$ cat src/rtl/ds_rx_10b.sv
// DS-link receiver: synchronises D/S, recovers bits from D xor S transitions,
// assembles 10-bit characters MSB-first and hands them out on a valid/ready port.
module ds_rx_10b #(
    parameter int G_TIMEOUT_CLKS = 64,
    parameter int G_SYNC_STAGES  = 2
) (
    input  logic       clk,
    input  logic       rst,
    input  logic       D_in,
    input  logic       S_in,
    output logic [9:0] rx_data,
    output logic       rx_valid,
    input  logic       rx_ready,
    output logic       link_active,
    output logic       overflow,
    output logic       disconnect
);

    localparam int IW = $clog2(G_TIMEOUT_CLKS + 1);
    localparam logic [IW-1:0] IDLE_LAST = IW'(G_TIMEOUT_CLKS - 1);

    typedef enum logic [1:0] {
        ST_IDLE    = 2'd0,
        ST_RECV    = 2'd1,
        ST_TIMEOUT = 2'd2
    } state_t;

    logic [G_SYNC_STAGES-1:0] d_sync_q, s_sync_q;
    logic                     par_s, par_q, evt_q, bit_q;
    state_t                   state_q, state_d;
    logic [3:0]               bit_cnt_q, bit_cnt_d;
    // Only the nine earlier bits are stored; the tenth arrives with the event.
    logic [8:0]               shreg_q, shreg_d;
    logic [9:0]               word_s;
    logic [IW-1:0]            idle_q, idle_d;
    logic [9:0]               rx_data_q, rx_data_d;
    logic                     rx_valid_q, rx_valid_d;
    logic                     link_q, link_d;
    logic                     ovf_q, ovf_d;
    logic                     disc_q, disc_d;
    logic                     word_done_s;

    // Plain flop chains for the asynchronous line inputs.
    always_ff @(posedge clk or posedge rst) begin
        if (rst) begin
            d_sync_q <= {G_SYNC_STAGES{1'b0}};
            s_sync_q <= {G_SYNC_STAGES{1'b0}};
        end else begin
            d_sync_q <= {d_sync_q[G_SYNC_STAGES-2:0], D_in};
            s_sync_q <= {s_sync_q[G_SYNC_STAGES-2:0], S_in};
        end
    end

    assign par_s = d_sync_q[G_SYNC_STAGES-1] ^ s_sync_q[G_SYNC_STAGES-1];

    // Bit event: parity of the synchronised pair toggled since the last cycle.
    always_ff @(posedge clk or posedge rst) begin
        if (rst) begin
            par_q <= 1'b0;
            evt_q <= 1'b0;
            bit_q <= 1'b0;
        end else begin
            par_q <= par_s;
            evt_q <= par_s ^ par_q;
            bit_q <= d_sync_q[G_SYNC_STAGES-1];
        end
    end

    // Receiver state, counters and output registers.
    always_ff @(posedge clk or posedge rst) begin
        if (rst) begin
            state_q    <= ST_IDLE;
            bit_cnt_q  <= 4'd0;
            shreg_q    <= 9'd0;
            idle_q     <= {IW{1'b0}};
            rx_data_q  <= 10'd0;
            rx_valid_q <= 1'b0;
            link_q     <= 1'b0;
            ovf_q      <= 1'b0;
            disc_q     <= 1'b0;
        end else begin
            state_q    <= state_d;
            bit_cnt_q  <= bit_cnt_d;
            shreg_q    <= shreg_d;
            idle_q     <= idle_d;
            rx_data_q  <= rx_data_d;
            rx_valid_q <= rx_valid_d;
            link_q     <= link_d;
            ovf_q      <= ovf_d;
            disc_q     <= disc_d;
        end
    end

    // Next-state logic: FSM, bit assembly, idle timer and output handshake.
    always_comb begin
        state_d     = state_q;
        bit_cnt_d   = bit_cnt_q;
        shreg_d     = shreg_q;
        idle_d      = idle_q;
        rx_data_d   = rx_data_q;
        rx_valid_d  = rx_valid_q;
        ovf_d       = 1'b0;
        word_done_s = 1'b0;
        word_s      = {shreg_q, bit_q};

        if (rx_valid_q && rx_ready) begin
            rx_valid_d = 1'b0;
        end else begin
            rx_valid_d = rx_valid_q;
        end

        case (state_q)
            ST_IDLE: begin
                idle_d = {IW{1'b0}};
                if (evt_q) begin
                    state_d = ST_RECV;
                end else begin
                    state_d = ST_IDLE;
                end
            end
            ST_RECV: begin
                if (evt_q) begin
                    idle_d = {IW{1'b0}};
                end else if (idle_q == IDLE_LAST) begin
                    state_d = ST_TIMEOUT;
                end else begin
                    idle_d = idle_q + IW'(1);
                end
            end
            ST_TIMEOUT: begin
                state_d   = ST_IDLE;
                bit_cnt_d = 4'd0;
                shreg_d   = 9'd0;
                idle_d    = {IW{1'b0}};
            end
            default: begin
                state_d   = ST_IDLE;
                bit_cnt_d = 4'd0;
                shreg_d   = 9'd0;
                idle_d    = {IW{1'b0}};
            end
        endcase

        // Events arriving during the single TIMEOUT cycle are discarded.
        if (evt_q && (state_q != ST_TIMEOUT)) begin
            shreg_d = word_s[8:0];
            if (bit_cnt_q == 4'd9) begin
                bit_cnt_d   = 4'd0;
                word_done_s = 1'b1;
            end else begin
                bit_cnt_d = bit_cnt_q + 4'd1;
            end
        end else begin
            word_done_s = 1'b0;
        end

        if (word_done_s) begin
            if (!rx_valid_q || rx_ready) begin
                rx_data_d  = word_s;
                rx_valid_d = 1'b1;
            end else begin
                ovf_d = 1'b1;
            end
        end else begin
            ovf_d = 1'b0;
        end

        link_d = (state_d == ST_RECV);
        disc_d = (state_d == ST_TIMEOUT);
    end

    assign rx_data     = rx_data_q;
    assign rx_valid    = rx_valid_q;
    assign link_active = link_q;
    assign overflow    = ovf_q;
    assign disconnect  = disc_q;

endmodule
$ cat config.mk
export PLATFORM = sky130hd
export DESIGN_NAME = ds_rx_10b
export DESIGN_NICKNAME = d
export VERILOG_FILES = /design/src/rtl/ds_rx_10b.sv
export SDC_FILE = /design/constraint.sdc
export NUM_CORES = 1
export LEC_CHECK = 0
export ABC_AREA = 1
export ABC_CLOCK_PERIOD_IN_PS = 2100
export CELL_PAD_IN_SITES_DETAIL_PLACEMENT = 0
export CELL_PAD_IN_SITES_GLOBAL_PLACEMENT = 1
export CORE_MARGIN = 2
export CORE_UTILIZATION = 42
export CTS_BUF_LIST = sky130_fd_sc_hd__clkbuf_16
export CTS_CLUSTER_DIAMETER = 60
export DETAILED_ROUTE_END_ITERATION = 16
export HOLD_SLACK_MARGIN = 0.03
export PLACE_DENSITY = 0.74
export RECOVER_POWER = 50
export SLEW_MARGIN = 20
export SYNTH_ARGS = -nofsm -noshare
export SYNTH_HDL_FRONTEND = slang
export SYNTH_SLANG_ARGS = --single-unit
$ cat constraint.sdc
create_clock -name clk -period 2.1 [get_ports clk]
set_clock_uncertainty 0.2 [all_clocks]
set_input_delay 0.42 -clock clk [delete_from_list [all_inputs] [get_ports clk]]
set_output_delay 0.42 -clock clk [all_outputs]
set_load 0.05 [all_outputs]
==> results.txt, run 1 <==
Status -> completed
Cell count after placement -> 250
Largest net degree at the start of global routing -> 44
Number of buffers on the longest clock path -> 2
Total setup buffers inserted after CTS -> 0
Number of warnings printed during yosys synthesis -> 0
Critical R2R Launch -> bit_cnt_q[1]
Hold-critical path endpoint -> d_sync_q[1]
Routed met2 length -> 1440 um
Reg-to-reg setup timing slack -> 420 ps
Net count, final -> 215
Boundary pin count -> 19
Critical path data required time -> 1480 ps
Pins over their slew limit -> 0
Number of global-route vias before repair -> 1204
Net Sw Frac -> 0.344
Most frequently used flop master after synthesis -> sky130_fd_sc_hd__dfrtp_1
Number of failing hold endpoints at the final stage -> 0
Total power -> 2.83 mW
Cts hold-fix bufs -> 0
Async set-reset flop share out of synthesis -> 1.00
Worst setup SP type -> flop
WP data arrival -> 1410 ps
Distinct cell type count after synthesis -> 21
Clock input transition at the sequential cells of the worst setup and hold paths -> 60 ps
Clock root buffer -> sky130_fd_sc_hd__clkbuf_16
Total via count after detailed routing -> 1228
Cell chain of the critical path -> clkdlybuf4s50_1
Source of the worst hold timing path -> d_sync_q[0]
Final ANT Viol Nets -> 0
Global-route usage over all layers -> 0.148
Fraction of power consumed by sequential logic -> 0.423
Area of all sequential standard cells -> 1080 um^2
Layout filler cell count -> 379
Detailed-route wire length -> 2820 um
Number of antenna violations at the first check in global routing -> 0
Logic pwr share -> 0.279
Top routing layer in use -> met4
Worst-skew pair later-pin latency -> 280 ps
Largest voltage drop on the vdd net -> 0.000608 V
Share of total power in the clock network -> 0.299
Critical path's slowest cell -> sky130_fd_sc_hd__clkdlybuf4s50_1
Synthesized area divided by synthesized cell count -> 9.71 um^2
Violation count after the first detailed-route iteration -> 46
Worst hold path stage count -> 0
Diode count -> 0
Y dimension of the die -> 68.9 um
Placement row count -> 23
Wire length on met1 -> 1210 um
Met3 WL post-DR -> 113 um
Setup repair after global routing missed its margin -> false
Setup TNS after final layout -> 0 ps
Global-route wire length before repair -> 5040 um
Power per cell area -> 1320 nW/um^2
Post-Syn Nets -> 190
Gpl congestion -> 0.775
Instance count of the mapped netlist -> 182
Area growth from synthesis to layout -> 21.2%
Area of the multi-input gates -> 582 um^2
Initial DRT Pass Iterations -> 4
Syn Std Cell Area -> 1770 um^2
GRT overflow -> 0
Post-detailed-placement half-perimeter wirelength -> 2010 um
Max-slew headroom at the worst pin -> 0.318
# port buffers -> 18
Most frequent cells after synthesis -> sky130_fd_sc_hd__dfrtp_1, sky130_fd_sc_hd__nand2_1, sky130_fd_sc_hd__inv_1
Worst Hold Slack -> 147 ps
Startpoint-to-endpoint class of the critical path -> reg2out
Ratio of routed vias to standard cells -> 4.76
CTS tree -> done
Crit Reg-Reg Endpoint -> rx_data[1]
Path depth of the worst reg2reg path -> 7
Delay contributed by the slowest stage of the critical path -> 800 ps
Internal power component -> 1.85 mW
Area leader, netlist -> sky130_fd_sc_hd__dfrtp_1
Worst hold path type -> reg2reg
Capturing element type of the critical path -> primary output
Setup violators final -> 0
Number of cells upsized or downsized after cts -> 0
Share of final-layout standard cells stronger than drive strength 1 -> 0.173
Measured slew at the worst slew-check pin -> 1020 ps
Seq/Total Area, Yosys -> 0.609
Count of non-filler cells in the finished layout -> 258
Area of the die -> 4740 um^2
CTS Sinks -> 43
Placeable core area -> 4030 um^2
Sw Pwr -> 0.973 mW
Timing-limited maximum frequency -> 0.492 GHz
Total clock buffers created by CTS -> 5
Leakage -> 1.07 nW
Number of enable flip-flop cells after synthesis -> 0
Average wire length per cell after detail routing -> 10.9 um
Die width -> 68.9 um
Number of H-tree levels -> 2
Largest fanout on the critical path -> 2
Initial Util -> 0.439
Reported max-cap violation count -> 0
Post-synthesis sequential element count -> 43
Category of cells accounting for the largest share of critical-path delay -> buffers and inverters
Final critical-path share of the clock period -> 0.968
DRC violations left -> 0
Post-layout minimum cycle time -> 2030 ps
Synth area leaders -> sky130_fd_sc_hd__dfrtp_1, sky130_fd_sc_hd__nand2_1, sky130_fd_sc_hd__nand3_1
Area fraction of the dominant cell type after synthesis -> 0.609
CP bufs+invs -> 1
-- state kept, by name, indices dropped and copies added, names as in the netlist, 2 cells and up --
name / cells
bit_cnt_q: 4
d_sync_q: 2
idle_q: 7
rx_data: 10
s_sync_q: 2
shreg_q: 9
state_q: 2
-- layer usage --
metal / up-vias / global-route usage
met5: - / 0
met3: 6 / 0.0536
met1: 576 / 0.159
li1: 629 / -
met2: 17 / 0.257
met4: 0 / 0.0735
-- through the flow --
stage	setup slack [ps]	cell area, um^2	util
after global placement	366	1990	0.495
final	67.6	2140	0.532
after CTS	54.0	2160	0.536
after detailed placement	364	1990	0.495
after global routing	29.6	2140	0.532
after floorplan	477	1770	-
-- area by class of cell --
| type | instances | area share |
|---|---|---|
| Sequential cell | 43 | 0.502 |
| Timing Repair Buffer | 20 | 0.0771 |
| Clock buffer | 5 | 0.0584 |
| Inverter | 25 | 0.0438 |
| Multi-Input combinational cell | 112 | 0.271 |
| Clock inverter | 3 | 0.0181 |
| Tap cell | 50 | 0.0292 |
-- cell families after synthesis --
logic type / synth area share
buffers and inverters: 0.0623
AOI/OAI and AO/OA: 0.0687
xor gates and xnor gates: 0.0149
and+or+nand+nor: 0.224
adders and majority gates: 0.0212
DFF: 0.609
-- how the worst max path moves through the flow --
stage / to / start / depth (start not counted)
finish: rx_data[2] / rx_data[2] / 1
global route: rx_data[2] / rx_data[2] / 1
CTS: rx_data[2] / rx_data[2] / 1
detailed placement: rx_data[2] / rx_data[2] / 1
global placement: rx_data[1] / rx_data[1] / 1
floorplan: bit_cnt_q[0] / rst / 1
-- cells in the final DEF (no fill, tap or decap) --
master	synthesis	routed
sky130_fd_sc_hd__ha_1	3	3
sky130_fd_sc_hd__o21bai_1	1	1
sky130_fd_sc_hd__nand3_2	2	2
sky130_fd_sc_hd__nor2_1	11	11
sky130_fd_sc_hd__xor2_1	3	3
sky130_fd_sc_hd__nor2_4	3	3
sky130_fd_sc_hd__a21oi_1	2	2
sky130_fd_sc_hd__clkinv_1	0	1
sky130_fd_sc_hd__clkbuf_2	0	1
sky130_fd_sc_hd__o21ai_0	10	10
sky130_fd_sc_hd__nand2_4	1	1
sky130_fd_sc_hd__nand3_1	17	17
sky130_fd_sc_hd__clkinv_2	0	1
sky130_fd_sc_hd__o22ai_1	7	7
sky130_fd_sc_hd__clkbuf_16	0	5
sky130_fd_sc_hd__nand4_1	1	1
sky130_fd_sc_hd__nor2_2	1	1
sky130_fd_sc_hd__inv_2	4	4
sky130_fd_sc_hd__clkdlybuf4s50_1	0	4
sky130_fd_sc_hd__o21ai_1	2	2
sky130_fd_sc_hd__bufinv_16	0	1
sky130_fd_sc_hd__dfrtp_1	43	43
sky130_fd_sc_hd__buf_4	0	12
sky130_fd_sc_hd__nand2_2	5	5
sky130_fd_sc_hd__dlygate4sd3_1	0	3
sky130_fd_sc_hd__inv_1	21	21
sky130_fd_sc_hd__nand2_1	43	43
-- power by group through the flow --
| stage | Combinational [mW] | Sequential, mW | Clock (mW) |
|---|---|---|---|
| global placement | 0.782 | 1.20 | 0 |
| CTS | 0.806 | 1.20 | 0.872 |
| floorplan | 0.341 | 1.43 | 0 |
| finish | 0.788 | 1.20 | 0.845 |
| detailed placement | 0.803 | 1.21 | 0 |
| global route | 0.883 | 1.23 | 0.900 |
No activity file was read; power rests on OpenSTA's default activity.
==> run 2: changes to the inputs <==
--- a/config.mk
+++ b/config.mk
@@ -6,7 +6,6 @@
 export NUM_CORES = 1
 export LEC_CHECK = 0
 export ABC_AREA = 1
-export ABC_CLOCK_PERIOD_IN_PS = 2100
 export CELL_PAD_IN_SITES_DETAIL_PLACEMENT = 0
 export CELL_PAD_IN_SITES_GLOBAL_PLACEMENT = 1
 export CORE_MARGIN = 2
==> results of run 2 <==
Final layout, timing and power as in run 1 (identical DEF).
==> run 3: changes to the inputs <==
--- a/config.mk
+++ b/config.mk
@@ -6,6 +6,7 @@
 export NUM_CORES = 1
 export LEC_CHECK = 0
 export ABC_AREA = 1
+export ABC_CLOCK_PERIOD_IN_PS = 2100
 export CELL_PAD_IN_SITES_DETAIL_PLACEMENT = 0
 export CELL_PAD_IN_SITES_GLOBAL_PLACEMENT = 1
 export CORE_MARGIN = 2
@@ -16,7 +17,7 @@
 export HOLD_SLACK_MARGIN = 0.03
 export PLACE_DENSITY = 0.74
 export RECOVER_POWER = 50
-export SLEW_MARGIN = 20
+export SLEW_MARGIN = 0
 export SYNTH_ARGS = -nofsm -noshare
 export SYNTH_HDL_FRONTEND = slang
 export SYNTH_SLANG_ARGS = --single-unit
==> results of run 3 <==
Final layout, timing and power as in run 1 (identical DEF).
